--- config.mk ---
export PLATFORM = sky130hd
export DESIGN_NAME = mem_stall_ctrl
export DESIGN_NICKNAME = d
export VERILOG_FILES = /design/src/rtl/mem_stall_ctrl.sv
export SDC_FILE = /design/constraint.sdc
export NUM_CORES = 1
export LEC_CHECK = 0
export ABC_AREA = 1
export BUFFER_PORTS_ARGS = -buffer_cell sky130_fd_sc_hd__buf_2
export CAP_MARGIN = 0
export CORE_MARGIN = 2
export CORE_UTILIZATION = 45
export DETAILED_ROUTE_END_ITERATION = 12
export PLACE_DENSITY = 0.74
export SLEW_MARGIN = 20
export SYNTH_ARGS = -nofsm -noshare
export SYNTH_HDL_FRONTEND = slang
export SYNTH_SLANG_ARGS = --single-unit
--- constraint.sdc ---
create_clock -name clk_i -period 1.9 [get_ports clk_i]
set_input_delay 0.38 -clock clk_i [delete_from_list [all_inputs] [get_ports clk_i]]
set_output_delay 0.38 -clock clk_i [all_outputs]
set_load 0.05 [all_outputs]
--- src/rtl/mem_stall_ctrl.sv ---
// Purpose : MEM-stage data-memory access controller; freezes the pipeline until the access completes.
// Latency : one IDLE-detect cycle plus k REQ cycles (ack in REQ cycle k), then a single DONE cycle.
// Backpress: stall_o holds PC and pipeline registers; memory side uses a req/ack handshake with timeout.
//
// Ports:
//   clk_i, rst_i             clock, asynchronous active-low reset
//   MEM_memread_i/_memwrite_i MEM-stage load/store request (both set = store)
//   MEM_addr_i, MEM_wdata_i  MEM-stage byte address and store data
//   mem_req_o, mem_write_o   registered memory request and direction
//   mem_addr_o, mem_wdata_o  latched word-aligned address and store data
//   mem_ack_i, mem_rdata_i   one-cycle completion pulse and its read data
//   stall_o                  combinational pipeline freeze
//   rdata_o                  load result towards MEM/WB
//   timeout_o, misalign_o    sticky error flags
module mem_stall_ctrl #(
    parameter int TIMEOUT = 64
) (
    input  logic        clk_i,
    input  logic        rst_i,
    input  logic        MEM_memread_i,
    input  logic        MEM_memwrite_i,
    input  logic [31:0] MEM_addr_i,
    input  logic [31:0] MEM_wdata_i,
    output logic        mem_req_o,
    output logic        mem_write_o,
    output logic [31:0] mem_addr_o,
    output logic [31:0] mem_wdata_o,
    input  logic        mem_ack_i,
    input  logic [31:0] mem_rdata_i,
    output logic        stall_o,
    output logic [31:0] rdata_o,
    output logic        timeout_o,
    output logic        misalign_o
);

    // Counter only has to reach TIMEOUT-1; keep at least one bit for TIMEOUT=1.
    localparam int CNT_W = (TIMEOUT > 1) ? $clog2(TIMEOUT) : 1;
    localparam logic [CNT_W-1:0] CNT_LAST = CNT_W'(TIMEOUT - 1);

    typedef enum logic [1:0] {
        ST_IDLE = 2'd0,
        ST_REQ  = 2'd1,
        ST_DONE = 2'd2
    } state_e;

    state_e           state_q, state_d;
    logic [CNT_W-1:0] cnt_q, cnt_d;
    logic             write_q, write_d;
    logic [31:0]      addr_q, addr_d;
    logic [31:0]      wdata_q, wdata_d;
    logic [31:0]      rdata_q, rdata_d;
    logic             timeout_q, timeout_d;
    logic             misalign_q, misalign_d;
    logic             stall_raw;

    logic req_any;
    logic req_aligned;

    assign req_any     = MEM_memread_i | MEM_memwrite_i;
    assign req_aligned = (MEM_addr_i[1:0] == 2'b00);

    // ------------------------------------------------------------------
    // State and datapath registers
    // ------------------------------------------------------------------
    always_ff @(posedge clk_i or negedge rst_i) begin
        if (!rst_i) begin
            state_q    <= ST_IDLE;
            cnt_q      <= '0;
            write_q    <= 1'b0;
            addr_q     <= '0;
            wdata_q    <= '0;
            rdata_q    <= '0;
            timeout_q  <= 1'b0;
            misalign_q <= 1'b0;
        end else begin
            state_q    <= state_d;
            cnt_q      <= cnt_d;
            write_q    <= write_d;
            addr_q     <= addr_d;
            wdata_q    <= wdata_d;
            rdata_q    <= rdata_d;
            timeout_q  <= timeout_d;
            misalign_q <= misalign_d;
        end
    end

    // ------------------------------------------------------------------
    // Next-state and stall logic
    // ------------------------------------------------------------------
    always_comb begin
        state_d    = state_q;
        cnt_d      = cnt_q;
        write_d    = write_q;
        addr_d     = addr_q;
        wdata_d    = wdata_q;
        rdata_d    = rdata_q;
        timeout_d  = timeout_q;
        misalign_d = misalign_q;
        stall_raw  = 1'b0;

        case (state_q)
            ST_IDLE: begin
                if (req_any) begin
                    if (req_aligned) begin
                        // Store wins when both strobes are set.
                        state_d   = ST_REQ;
                        cnt_d     = '0;
                        write_d   = MEM_memwrite_i;
                        addr_d    = MEM_addr_i;
                        wdata_d   = MEM_wdata_i;
                        stall_raw = 1'b1;
                    end else begin
                        // Misaligned access is dropped without stalling.
                        misalign_d = 1'b1;
                    end
                end
            end

            ST_REQ: begin
                stall_raw = 1'b1;
                if (mem_ack_i) begin
                    // Ack takes priority over a coincident timeout.
                    state_d = ST_DONE;
                    if (!write_q) begin
                        rdata_d = mem_rdata_i;
                    end
                end else if (cnt_q == CNT_LAST) begin
                    state_d   = ST_DONE;
                    timeout_d = 1'b1;
                    rdata_d   = 32'h0000_0000;
                end else begin
                    cnt_d = cnt_q + CNT_W'(1);
                end
            end

            ST_DONE: begin
                // Pipeline advances here; requests and acks are ignored.
                state_d = ST_IDLE;
            end

            default: begin
                state_d = ST_IDLE;
            end
        endcase
    end

    // ------------------------------------------------------------------
    // Outputs
    // ------------------------------------------------------------------
    assign mem_req_o   = (state_q == ST_REQ);
    assign mem_write_o = write_q;
    assign mem_addr_o  = addr_q;
    assign mem_wdata_o = wdata_q;
    assign rdata_o     = rdata_q;
    assign timeout_o   = timeout_q;
    assign misalign_o  = misalign_q;
    // Gated by reset so the pipeline is not frozen while the block is held in reset.
    assign stall_o     = rst_i & stall_raw;

endmodule
==> impl_summary.log <==
INFO  metric result_of_the_run = complete, no violations
INFO  metric worstPathCellList = nor2_4 -> nand3_4 -> a21boi_2 -> buf_12
INFO  metric detailedPlacementHpwl = ~7600 um
INFO  metric post-route-cell-area = 5750 um2
INFO  metric ports = 202
INFO  metric grt_antenna_before_repair = 0
INFO  metric setup.worst_path.class = reg2out
INFO  metric dpl.cell_count = 797
INFO  metric avgRoutedWirePerCell = 13.0 um
INFO  metric dr.pass1.iters = 4
INFO  metric ctsRootBufferMaster = clkbuf_8
INFO  metric io_buffers = 201
INFO  metric mappedNetlistNets = 588
INFO  metric dieWidth = 103 um
INFO  metric layout.nets = 777
INFO  metric cts.sinks = 107
INFO  metric layout_worst_path_cycle_share = 94.4%
INFO  metric finalSetupTns = 0 ns
INFO  metric detail_route.iter0.violations = ~140
INFO  metric count_of_endpoints_failing_hold_in_the_final_timing_report = 0
INFO  metric cts_buffers = 9
INFO  metric cp_data_required_time = 1.52 ns
INFO  metric ff2ff_setup_slack = 0.33 ns
INFO  metric critPathMaxFanout = 3
INFO  metric clk-insertion-delay-late = 0.35 ns
INFO  metric sum_of_routed_wire_length_over_all_layers = 10,600 um
INFO  metric critPathArrivalTime = 1.41 ns
INFO  metric worst-slew-pin-transition = 0.546 ns
INFO  metric final_layout_size_suffix_gt1_share = 34.4%
INFO  metric grt_setup_unrepaired = false
INFO  metric synth_top_flop_cell = dfrtp_1
INFO  metric finClkSkew = 0.00973 ns
INFO  metric routability_congestion_estimate_from_global_placement = between 0.7 and 0.8
INFO  metric crit_path_start_kind = register
INFO  metric finalCriticalPeriod = 1.79 ns
INFO  metric grt-ovfl-total = 0
INFO  metric initial_standard_cell_utilization_of_the_core = 45.8%
INFO  metric rows = 36
INFO  metric synth_sequential_area_ratio = 60.7%
INFO  metric grt_most_used_layer = met2
INFO  metric grtUsageMet1 = 26.9%
INFO  metric ctsLongestPathBuffers = 2
INFO  metric synth_enable_flop_cells = 0
INFO  metric grt_pass1_wl = ~17,000 um
INFO  metric postSynthCellCount = 486
INFO  metric leakage = around 0.0034 uW
INFO  metric synth_async_sr_flop_share = 100%
INFO  metric ys_ff_latch = 107
INFO  metric cts-htree-levels = 3
INFO  metric slew_viols_final = 0
INFO  metric post_drt_via_cell_ratio = 4.79
INFO  metric postCtsHoldBufs = 0
INFO  metric max_cap_viol_count = 0
INFO  metric postSynthAreaPerCell = 9.08 um2
INFO  metric worst_path_largest_cell_delay = 0.44 ns
INFO  metric core_region_area = about 9600 um2
INFO  metric num_antenna_cells = 0
INFO  metric placement.cell_area = 5540 um2
INFO  metric area_enclosed_by_the_die_boundary = 10,600 um2
INFO  metric final_core_utilization = around three fifths
INFO  metric final-instance-count-excl-fill = 813
INFO  metric cts.reportedPaths.clkPinSlew = 0.09 ns
INFO  metric number_of_endpoints_failing_setup_at_the_final_stage = 0
INFO  metric timing.fmax = between 500 and 600 MHz
INFO  metric grt_start_max_net_pins = 130
INFO  metric power_per_cell_area = 1540 nW/um2
INFO  metric vias = 3,896
INFO  metric route.detailed.drc = 0
INFO  metric antenna_violating_nets_post_route = 0
INFO  metric cell_with_the_largest_stage_delay_on_the_worst_path = dfrtp_1
INFO  metric met3_usage = approximately 7%
INFO  metric synth.distinct_cells = 23
INFO  metric fillCellCount = 904
INFO  metric worstRegToRegCells = 6
INFO  metric global_route.usage.total = 19.8%
INFO  metric synthesis.area = 4410 um2
INFO  metric reg2reg_from = cnt_q[0]
INFO  metric grt_pass1_vias = between 3,000 and 4,000
INFO  metric irDropWorstVdd = 0.778 mV
INFO  metric slew_headroom = 63.6%
INFO  metric area_delta_synth_final = 30.5%
INFO  metric endpoint_of_the_most_critical_register_to_register_path = rdata_o[31]
INFO  metric m2_gr_usage = 30.0%
INFO  metric cp-end-kind = output pin
INFO  metric synth_warnings = 0
INFO  metric min_path_type = in2async
INFO  metric cts_tree = done
INFO  metric die_h = 103 um
INFO  metric cts_setup_buffers = 0
INFO  metric totalPowerFinal = about 8800 uW
==> cells by family after synthesis <==
| group | share of synthesized area (%) |
|---|---|
| buffers and inverters | 10.1 |
| AO/OA/AOI/OAI | 7.80 |
| AND/OR/NAND/NOR | 20.7 |
| adder cells (fa/ha/maj) | 0.284 |
| flip-flops | 60.7 |
| XOR/XNOR | 0.397 |
==> metrics by stage <==
step	hold WS, ns	worst slack, ns
after floorplan	0.0844	0.218
after global placement	0.443	0.248
after detailed placement	0.449	0.176
after CTS	0.138	0.0404
after global routing	0.147	0.0212
final	0.126	0.106
==> report_power, final <==
| part | total, uW | switching (uW) | internal, uW | leakage, uW |
|---|---|---|---|---|
| registers | 3320 | 382 | 2940 | 0.00134 |
| clock network | 1470 | 734 | 740 | 0.000103 |
| logic | 4040 | 3180 | 865 | 0.00194 |
==> per-layer routing <==
| layer | share of wire, % | up-vias |
|---|---|---|
| met3 | 9.5 | 12 |
| met5 | 0 | - |
| met4 | 1.4 | 0 |
| met2 | 45 | 174 |
| li1 | - | 1914 |
| met1 | 44 | 1796 |
==> registers in the layout, summed over array words and instances (netlist names) <==
| register | cells |
|---|---|
| cnt_q | 6 |
| rdata_o | 32 |
| mem_wdata_o | 32 |
| mem_write_o | 1 |
| mem_addr_o | 32 |
| state_q | 2 |
| timeout_o | 1 |
| misalign_o | 1 |
==> area by class of cell <==
class                   count  area [um2]  share of cell area (%)
clock inverters             5        77.6                    1.35
well taps                 133         166                    2.89
repair buffers            208        1100                    19.1
inverters                  76         285                    4.96
multi-input cells         273        1320                    22.9
clock buffers              11         131                    2.28
flip-flops and latches    107        2680                    46.5
==> how the worst max path moves through the flow <==
stage | depth (start not counted) | from | endpoint | slack (ns)
global placement | 6 | cnt_q[0] | rdata_o[0] | 0.25
global route | 4 | state_q[0] | stall_o | 0.02
finish | 4 | state_q[0] | stall_o | 0.11
floorplan | 4 | state_q[0] | stall_o | 0.22
CTS | 4 | state_q[0] | stall_o | 0.04
detailed placement | 6 | cnt_q[0] | rdata_o[15] | 0.18
==> worst max-delay path, delay by kind of cell, from the launching register on <==
family	cells	cell delay (ns)
DFF	1	0.44
and+or+nand+nor	2	0.27
AOI/OAI and AO/OA	1	0.19
buffers and inverters	1	0.16
==> synthesized netlist by cell type, types with 3 or more instances <==
cell type / number / area share [%]
o21ai_1: 20 / 2.3
buf_6: 3 / 0.77
dfrtp_1: 107 / 61
clkbuf_1: 9 / 0.77
o21ai_0: 44 / 5.0
nand4_1: 33 / 4.7
buf_2: 16 / 1.8
nand2_1: 123 / 10
nand3_1: 38 / 4.3
nand2_2: 3 / 0.43
nor2_2: 3 / 0.43
inv_1: 74 / 6.3
==> cells in the final DEF (no fill, tap or decap) <==
cell / n
buf_12: 3
o21bai_1: 1
buf_2: 199
a21boi_2: 1
o21ai_0: 44
nor2_1: 2
clkbuf_1: 2
xnor2_1: 1
nand2_2: 2
nor2_4: 2
nand4_1: 33
nor2_2: 2
inv_2: 2
bufinv_16: 2
clkinvlp_4: 1
dfrtp_1: 107
buf_4: 6
xor2_1: 1
nand2_1: 123
clkbuf_8: 9
nand3_1: 37
a31o_2: 1
clkinv_2: 2
o21ai_1: 20
inv_1: 74
nand3_4: 1
ha_1: 1
nand2_4: 1
==> what timing repair did <==
| item | 4_1_cts | 5_1_grt |
|---|---|---|
| hold endpoints to repair | 0 | 0 |
| setup endpoints to repair | 0 | 9 |
| gates resized for setup | 0 | 2 |
Power figures use the tool's default switching activity.
